`src/rtl/mps_intr_sched_if.sv`:
```
// Bus between the MPS UART cores / host side and the interrupt scheduler.
// The master side drives the interrupt sources and host controls; the slave
// side (the scheduler) returns the request, its port index and pending status.
`timescale 1ns/1ps
interface mps_intr_sched_if #(
  parameter int PORT_NUM  = 8,
  parameter int HOLDOFF_W = 16,
  parameter int PORT_W    = $clog2(PORT_NUM)
);
  logic [PORT_NUM-1:0]  port_irq;
  logic [PORT_NUM-1:0]  irq_mask;
  logic [HOLDOFF_W-1:0] holdoff;
  logic                 intr_ack;
  logic                 intr_request;
  logic [PORT_W-1:0]    intr_port;
  logic [PORT_NUM-1:0]  intr_pending;

  modport master (
    output port_irq, irq_mask, holdoff, intr_ack,
    input  intr_request, intr_port, intr_pending
  );

  modport slave (
    input  port_irq, irq_mask, holdoff, intr_ack,
    output intr_request, intr_port, intr_pending
  );
endinterface

```
`src/rtl/mps_intr_sched.sv`:
```
// MPS interrupt scheduler: latches per-port UART interrupts as pending and
// presents one request at a time to the host, choosing among enabled ports
// round-robin and enforcing a programmable idle gap after each acknowledge.
`timescale 1ns/1ps
module mps_intr_sched #(
  parameter int PORT_NUM  = 8,
  parameter int HOLDOFF_W = 16,
  parameter int PORT_W    = $clog2(PORT_NUM)
) (
  input  logic                  aclk,
  input  logic                  aresetn,
  mps_intr_sched_if.slave       irq_bus
);

  typedef enum logic [1:0] {IDLE, ASSERT, HOLDOFF} state_t;

  state_t               state, state_nxt;
  logic [PORT_NUM-1:0]  irq_p0;
  logic [PORT_NUM-1:0]  pending;
  logic [PORT_NUM-1:0]  elig;
  logic [PORT_NUM-1:0]  clr;
  logic [PORT_W-1:0]    last, last_nxt;
  logic [PORT_W-1:0]    port_q, port_nxt;
  logic [PORT_W-1:0]    sel_idx;
  logic                 sel_found;
  logic                 req_q, req_nxt;
  logic                 ack_ok;
  logic [HOLDOFF_W-1:0] cnt, cnt_nxt;
  int                   rr_idx;

  assign ack_ok = (state == ASSERT) && irq_bus.intr_ack;
  assign elig   = pending & irq_bus.irq_mask;

  assign irq_bus.intr_request = req_q;
  assign irq_bus.intr_port    = port_q;
  assign irq_bus.intr_pending = pending;

  // One-hot clear of the acknowledged port's pending bit.
  always_comb begin
    clr = '0;
    if (ack_ok) clr[port_q] = 1'b1;
  end

  // Round-robin pick: scan from last+1 upward with wrap; scanning backwards
  // lets the nearest eligible port overwrite any farther one.
  always_comb begin
    sel_found = 1'b0;
    sel_idx   = '0;
    rr_idx    = 0;
    for (int k = PORT_NUM; k >= 1; k--) begin
      rr_idx = int'(last) + k;
      if (rr_idx >= PORT_NUM) rr_idx = rr_idx - PORT_NUM;
      if (elig[rr_idx[PORT_W-1:0]]) begin
        sel_found = 1'b1;
        sel_idx   = rr_idx[PORT_W-1:0];
      end
    end
  end

  // Input sampling stage and pending latch; a new set wins over the clear.
  always_ff @(posedge aclk or negedge aresetn) begin
    if (!aresetn) begin
      irq_p0  <= '0;
      pending <= '0;
    end else begin
      irq_p0  <= irq_bus.port_irq;
      pending <= (pending & ~clr) | irq_p0;
    end
  end

  // State and scheduler registers.
  always_ff @(posedge aclk or negedge aresetn) begin
    if (!aresetn) begin
      state  <= IDLE;
      req_q  <= 1'b0;
      port_q <= '0;
      cnt    <= '0;
      last   <= PORT_W'(PORT_NUM - 1);
    end else begin
      state  <= state_nxt;
      req_q  <= req_nxt;
      port_q <= port_nxt;
      cnt    <= cnt_nxt;
      last   <= last_nxt;
    end
  end

  // Next-state logic.
  always_comb begin
    state_nxt = state;
    case (state)
      IDLE:    if (sel_found) state_nxt = ASSERT;
      ASSERT:  if (irq_bus.intr_ack)
                 state_nxt = (irq_bus.holdoff == '0) ? IDLE : HOLDOFF;
      HOLDOFF: if (cnt <= HOLDOFF_W'(1)) state_nxt = IDLE;
      default: state_nxt = IDLE;
    endcase
  end

  // Output and datapath updates; the port is frozen while a request is up,
  // and the counter parks at 1 so it can never wrap.
  always_comb begin
    req_nxt  = req_q;
    port_nxt = port_q;
    cnt_nxt  = cnt;
    last_nxt = last;
    case (state)
      IDLE: begin
        if (sel_found) begin
          req_nxt  = 1'b1;
          port_nxt = sel_idx;
        end
      end
      ASSERT: begin
        if (irq_bus.intr_ack) begin
          req_nxt  = 1'b0;
          last_nxt = port_q;
          if (irq_bus.holdoff != '0) cnt_nxt = irq_bus.holdoff;
        end
      end
      HOLDOFF: begin
        if (cnt > HOLDOFF_W'(1)) cnt_nxt = cnt - HOLDOFF_W'(1);
      end
      default: ;
    endcase
  end

endmodule

```
`src/flat_wrapper.sv`:
```
// flat-port wrapper written by rule: the top's interface ports become plain ports
module mps_intr_sched_flat 
#(
  parameter int PORT_NUM  = 8,
  parameter int HOLDOFF_W = 16,
  parameter int PORT_W    = $clog2(PORT_NUM)
)
  (aclk, aresetn, irq_bus_port_irq, irq_bus_irq_mask, irq_bus_holdoff, irq_bus_intr_ack, irq_bus_intr_request, irq_bus_intr_port, irq_bus_intr_pending);
  mps_intr_sched_if #(.PORT_NUM(PORT_NUM), .HOLDOFF_W(HOLDOFF_W), .PORT_W(PORT_W)) irq_bus_i ();
  input  logic aclk;
  input  logic aresetn;
  input wire logic [$bits(irq_bus_i.port_irq)-1:0] irq_bus_port_irq;
  input wire logic [$bits(irq_bus_i.irq_mask)-1:0] irq_bus_irq_mask;
  input wire logic [$bits(irq_bus_i.holdoff)-1:0] irq_bus_holdoff;
  input wire logic [$bits(irq_bus_i.intr_ack)-1:0] irq_bus_intr_ack;
  output wire logic [$bits(irq_bus_i.intr_request)-1:0] irq_bus_intr_request;
  output wire logic [$bits(irq_bus_i.intr_port)-1:0] irq_bus_intr_port;
  output wire logic [$bits(irq_bus_i.intr_pending)-1:0] irq_bus_intr_pending;
  assign irq_bus_i.port_irq = irq_bus_port_irq;
  assign irq_bus_i.irq_mask = irq_bus_irq_mask;
  assign irq_bus_i.holdoff = irq_bus_holdoff;
  assign irq_bus_i.intr_ack = irq_bus_intr_ack;
  assign irq_bus_intr_request = irq_bus_i.intr_request;
  assign irq_bus_intr_port = irq_bus_i.intr_port;
  assign irq_bus_intr_pending = irq_bus_i.intr_pending;
  mps_intr_sched #(.PORT_NUM(PORT_NUM), .HOLDOFF_W(HOLDOFF_W), .PORT_W(PORT_W)) u_core (.aclk(aclk), .aresetn(aresetn), .irq_bus(irq_bus_i));
endmodule
```
`config.mk`:
```
export PLATFORM = sky130hd
export DESIGN_NAME = mps_intr_sched_flat
export DESIGN_NICKNAME = d
export VERILOG_FILES = /design/src/rtl/mps_intr_sched_if.sv /design/src/rtl/mps_intr_sched.sv /design/src/flat_wrapper.sv
export SDC_FILE = /design/constraint.sdc
export NUM_CORES = 1
export LEC_CHECK = 0
export BUFFER_PORTS_ARGS = -buffer_cell sky130_fd_sc_hd__buf_2
export CAP_MARGIN = 20
export CORE_UTILIZATION = 50
export CTS_BUF_LIST = sky130_fd_sc_hd__clkbuf_8
export DETAILED_ROUTE_END_ITERATION = 10
export PLACE_DENSITY_LB_ADDON = 0.3
export SLEW_MARGIN = 20
export SYNTH_ARGS = -nofsm -noshare
export SYNTH_HDL_FRONTEND = slang
export SYNTH_SLANG_ARGS = --single-unit
export TNS_END_PERCENT = 10
```
`constraint.sdc`:
```
create_clock -name aclk -period 3.6 [get_ports aclk]
set_clock_uncertainty 0.2 [all_clocks]
set_input_delay 0 -clock aclk [delete_from_list [all_inputs] [get_ports aclk]]
set_output_delay 0 -clock aclk [all_outputs]
set_load 0.05 [all_outputs]
```
==> results by group <==
Status
  – Status: finished clean

Critical path
  – CP Data Arrival Time: approximately 3.2 ns
  – Setup crit end kind: register
  – Reg2Reg Depth: 9
  – Crit start category: register
  – Stages on worst setup path: 9
  – Critical path's top delay family: compound AO/OA/AOI/OAI gates
  – WP buf/inv: 2
  – Max incr delay on CP: ~0.64 ns
  – Crit-path cells: clkinv_1, ha_1, xnor2_4, inv_1, mux4_1, a31oi_1, a21oi_1, o31ai_1, o2bb2ai_1
  – Slowest library cell on the worst path: dfstp_2
  – CP max FO: 10
  – Req. time, crit path: 3.59 ns
  – Crit Path Class: register to register

Clocking
  – Post-CTS setup buffers: 0
  – Worst skew pair latency: roughly 0.30 ns
  – Deepest clock path buffer count: 2
  – CTS Root Cell: clkbuf_8
  – CTS Buf Count: 5
  – CTS tree: built
  – Worst-path clk slew: 0.09 ns
  – CTS Sinks: 41
  – H-tree levels: 2

GRT
  – Total grt overflow: 0
  – Vias in the first global route: 2,696
  – Initial antenna violation count: 0
  – Total GRT Usage: between 20% and 30%
  – First-pass GRT wire length: 12.7 mm
  – Largest net degree at the start of global routing: 42

Timing
  – Hold Vio Cnt, Final: 0
  – Min Tclk post-route: 3.18 ns
  – Fin worst setup slack: 0.415 ns
  – Max-slew headroom: 40.3%
  – Total negative setup slack: 0 ns
  – Max Clock Freq: approximately 310 MHz
  – Worst Tran Pin Value: 0.895 ns
  – # setup viols final: 0
  – Tcrit/Tclk final: 88.5%
  – RSZ-0062 raised after global routing: false
  – Max-slew violations: 0

Yosys
  – Seq/Total Area, Yosys: 35.3%
  – Count leader, synth: dfrtp_1
  – Synth top cells by count: dfrtp_1 (38), o21ai_0 (35), nor2_1 (30)
  – Asr flop ratio synth: 100%
  – Average size of a mapped cell: 9.15 um^2
  – Mapped Cells: about 320
  – Area leader, netlist: dfrtp_1
  – Flops & latches, synth: 41
  – Post-synth net total: 358
  – Synth top area share: about a third
  – Syn. warnings: 0
  – Synth top area cells: dfrtp_1 (33%), mux4_2 (8.5%), o21ai_0 (6.0%)
  – Top FF cell, synth: dfrtp_1
  – Number of synthesized flops with an enable pin: 0
  – Mapped Area: 2920 um^2
  – Distinct cell type count after synthesis: slightly below 60

Die
  – Die area: 6140 um^2
  – Num rows: 27
  – Starting Density: 52.3%
  – Die Y: roughly 78 um
  – Die width: 78.4 um
  – CORE AREA: about 5600 um^2
  – I/O pin count: 47

Layout
  – N_diodes: 0
  – Final net count: 424
  – Number of fill cells: 499
  – Layout cell share with drive strength beyond 1: 21.5%
  – Synthesis-to-layout area growth: 22.0%

Routing
  – Via count: 2,813
  – Avg Vias per Cell: ~6.1
  – Detailed router's first-iteration violation count: 199
  – Total routed wirelength: 7.58 mm
  – DRT Pass-1 Iters: 5
  – Detail Route Antenna Nets: 0
  – Wire per inst: roughly 17 um
  – DRC Markers: 0

Pwr
  – Peak supply drop: roughly 0.00040 V
  – Leakage: 1.40 nW
  – Power Density: about 870 nW/um^2

Run
  – Max-cap viol count: 0

Hold path
  – Hold crit path type: input port to register
  – Hold Path Stages: 2

Placed design
  – Dpl hpwl: 5.51 mm
  – IO Port Bufs: 46
  – Worst slack, placed: 0.473 ns
  – GPL Wtd Cong: 0.960
-- worst paths after layout --
kind | from | endpoint | slack, ns
min reg2reg | u_core.irq_p0[6] | u_core.irq_bus.intr_pending[6] | 0.23
max reg2reg | u_core.last[1] | u_core.irq_bus.intr_port[0] | 0.42
max | u_core.last[1] | u_core.irq_bus.intr_port[0] | 0.42
max in group asynchronous | aresetn | u_core.irq_bus.intr_pending[1] | 2.46
min in group asynchronous | aresetn | u_core.irq_p0[6] | 0.15
min | irq_bus_port_irq[2] | u_core.irq_p0[2] | 0.14
-- cell usage in the layout (no fill, tap or decap), drive strengths merged, types with 6 or more instances in the layout --
| cell type | n |
|---|---|
| buf | 49 |
| dfrtp | 38 |
| o21ai | 36 |
| nor2 | 30 |
| nand2 | 28 |
| dlygate4sd3 | 26 |
| a21oi | 23 |
| mux4 | 14 |
| nand3 | 11 |
| nor3 | 10 |
| nor4 | 9 |
| and2 | 8 |
| inv | 8 |
| a21o | 7 |
| nand2b | 7 |
| o211ai | 7 |
| clkbuf | 6 |
-- stage by stage --
stage	total power [mW]	std cells	util [%]	hold slack (ns)	cell area, um^2
2_1_floorplan	2.30	319	-	-0.496	2920
3_3_place_gp	2.63	424	57.0	-0.0920	3180
3_5_place_dp	2.67	424	57.0	-0.0901	3180
4_1_cts	3.09	458	63.8	0.125	3560
5_1_grt	3.36	458	63.8	0.133	3560
6_report	3.11	458	63.8	0.135	3560
-- state kept, by name (all words and copies together) (netlist names) --
name,count
u_core.irq_p0,8
u_core.state,2
u_core.cnt,16
u_core.irq_bus.intr_request,1
u_core.irq_bus.intr_pending,8
u_core.last,3
u_core.irq_bus.intr_port,3
-- worst register-to-register path, stage by stage (launching register included) --
cell and delay, ns:
dfstp_2 0.64, clkinv_1 0.27, ha_1 0.37, xnor2_4 0.19
inv_1 0.13, mux4_1 0.60, a31oi_1 0.24, a21oi_1 0.10
o31ai_1 0.25, o2bb2ai_1 0.09
-- routing by layer --
layer	track usage, %	up-vias	routed length [um]
met5	0	-	0
met2	43.4	114	3740
met4	13.9	0	291
met1	34.1	1336	3180
met3	3.49	24	366
li1	-	1339	-
-- repair_timing --
action	in CTS	in global routing
endpoints found under the setup margin	0	0
gates resized for setup	0	0
hold buffers	26	0
endpoints found under the hold margin	64	0
-- cell families (layout without fill, tap and decap cells) --
kind of cell	after synthesis	in the layout	share of synthesized area (%)
xor gates and xnor gates	4	4	1.84
AOI/OAI and AO/OA	105	105	22.5
and+or+nand+nor	121	121	21.9
muxes	18	18	12.6
DFF	41	41	35.3
buffers and inverters	26	93	4.12
adders and majority gates	4	4	1.72
-- layout make-up --
| cell class | instances | area, um^2 | area share, % |
|---|---|---|---|
| clock buffer | 6 | 82.6 | 2.32 |
| clock inverter | 2 | 37.5 | 1.05 |
| inverter | 10 | 37.5 | 1.05 |
| multi-input combinational | 252 | 1770 | 49.7 |
| sequential | 41 | 1030 | 28.9 |
| tap | 72 | 90.1 | 2.53 |
| timing repair buffer | 75 | 513 | 14.4 |
-- report_power, final --
group | internal (mW) | leakage, nW | switching, mW
Clock | 0.226 | 0.0574 | 0.164
Combinational | 0.782 | 0.882 | 1.06
Sequential | 0.629 | 0.457 | 0.251
Total | 1.64 | 1.40 | 1.47
Note: power is estimated with default switching activity, not from simulation.
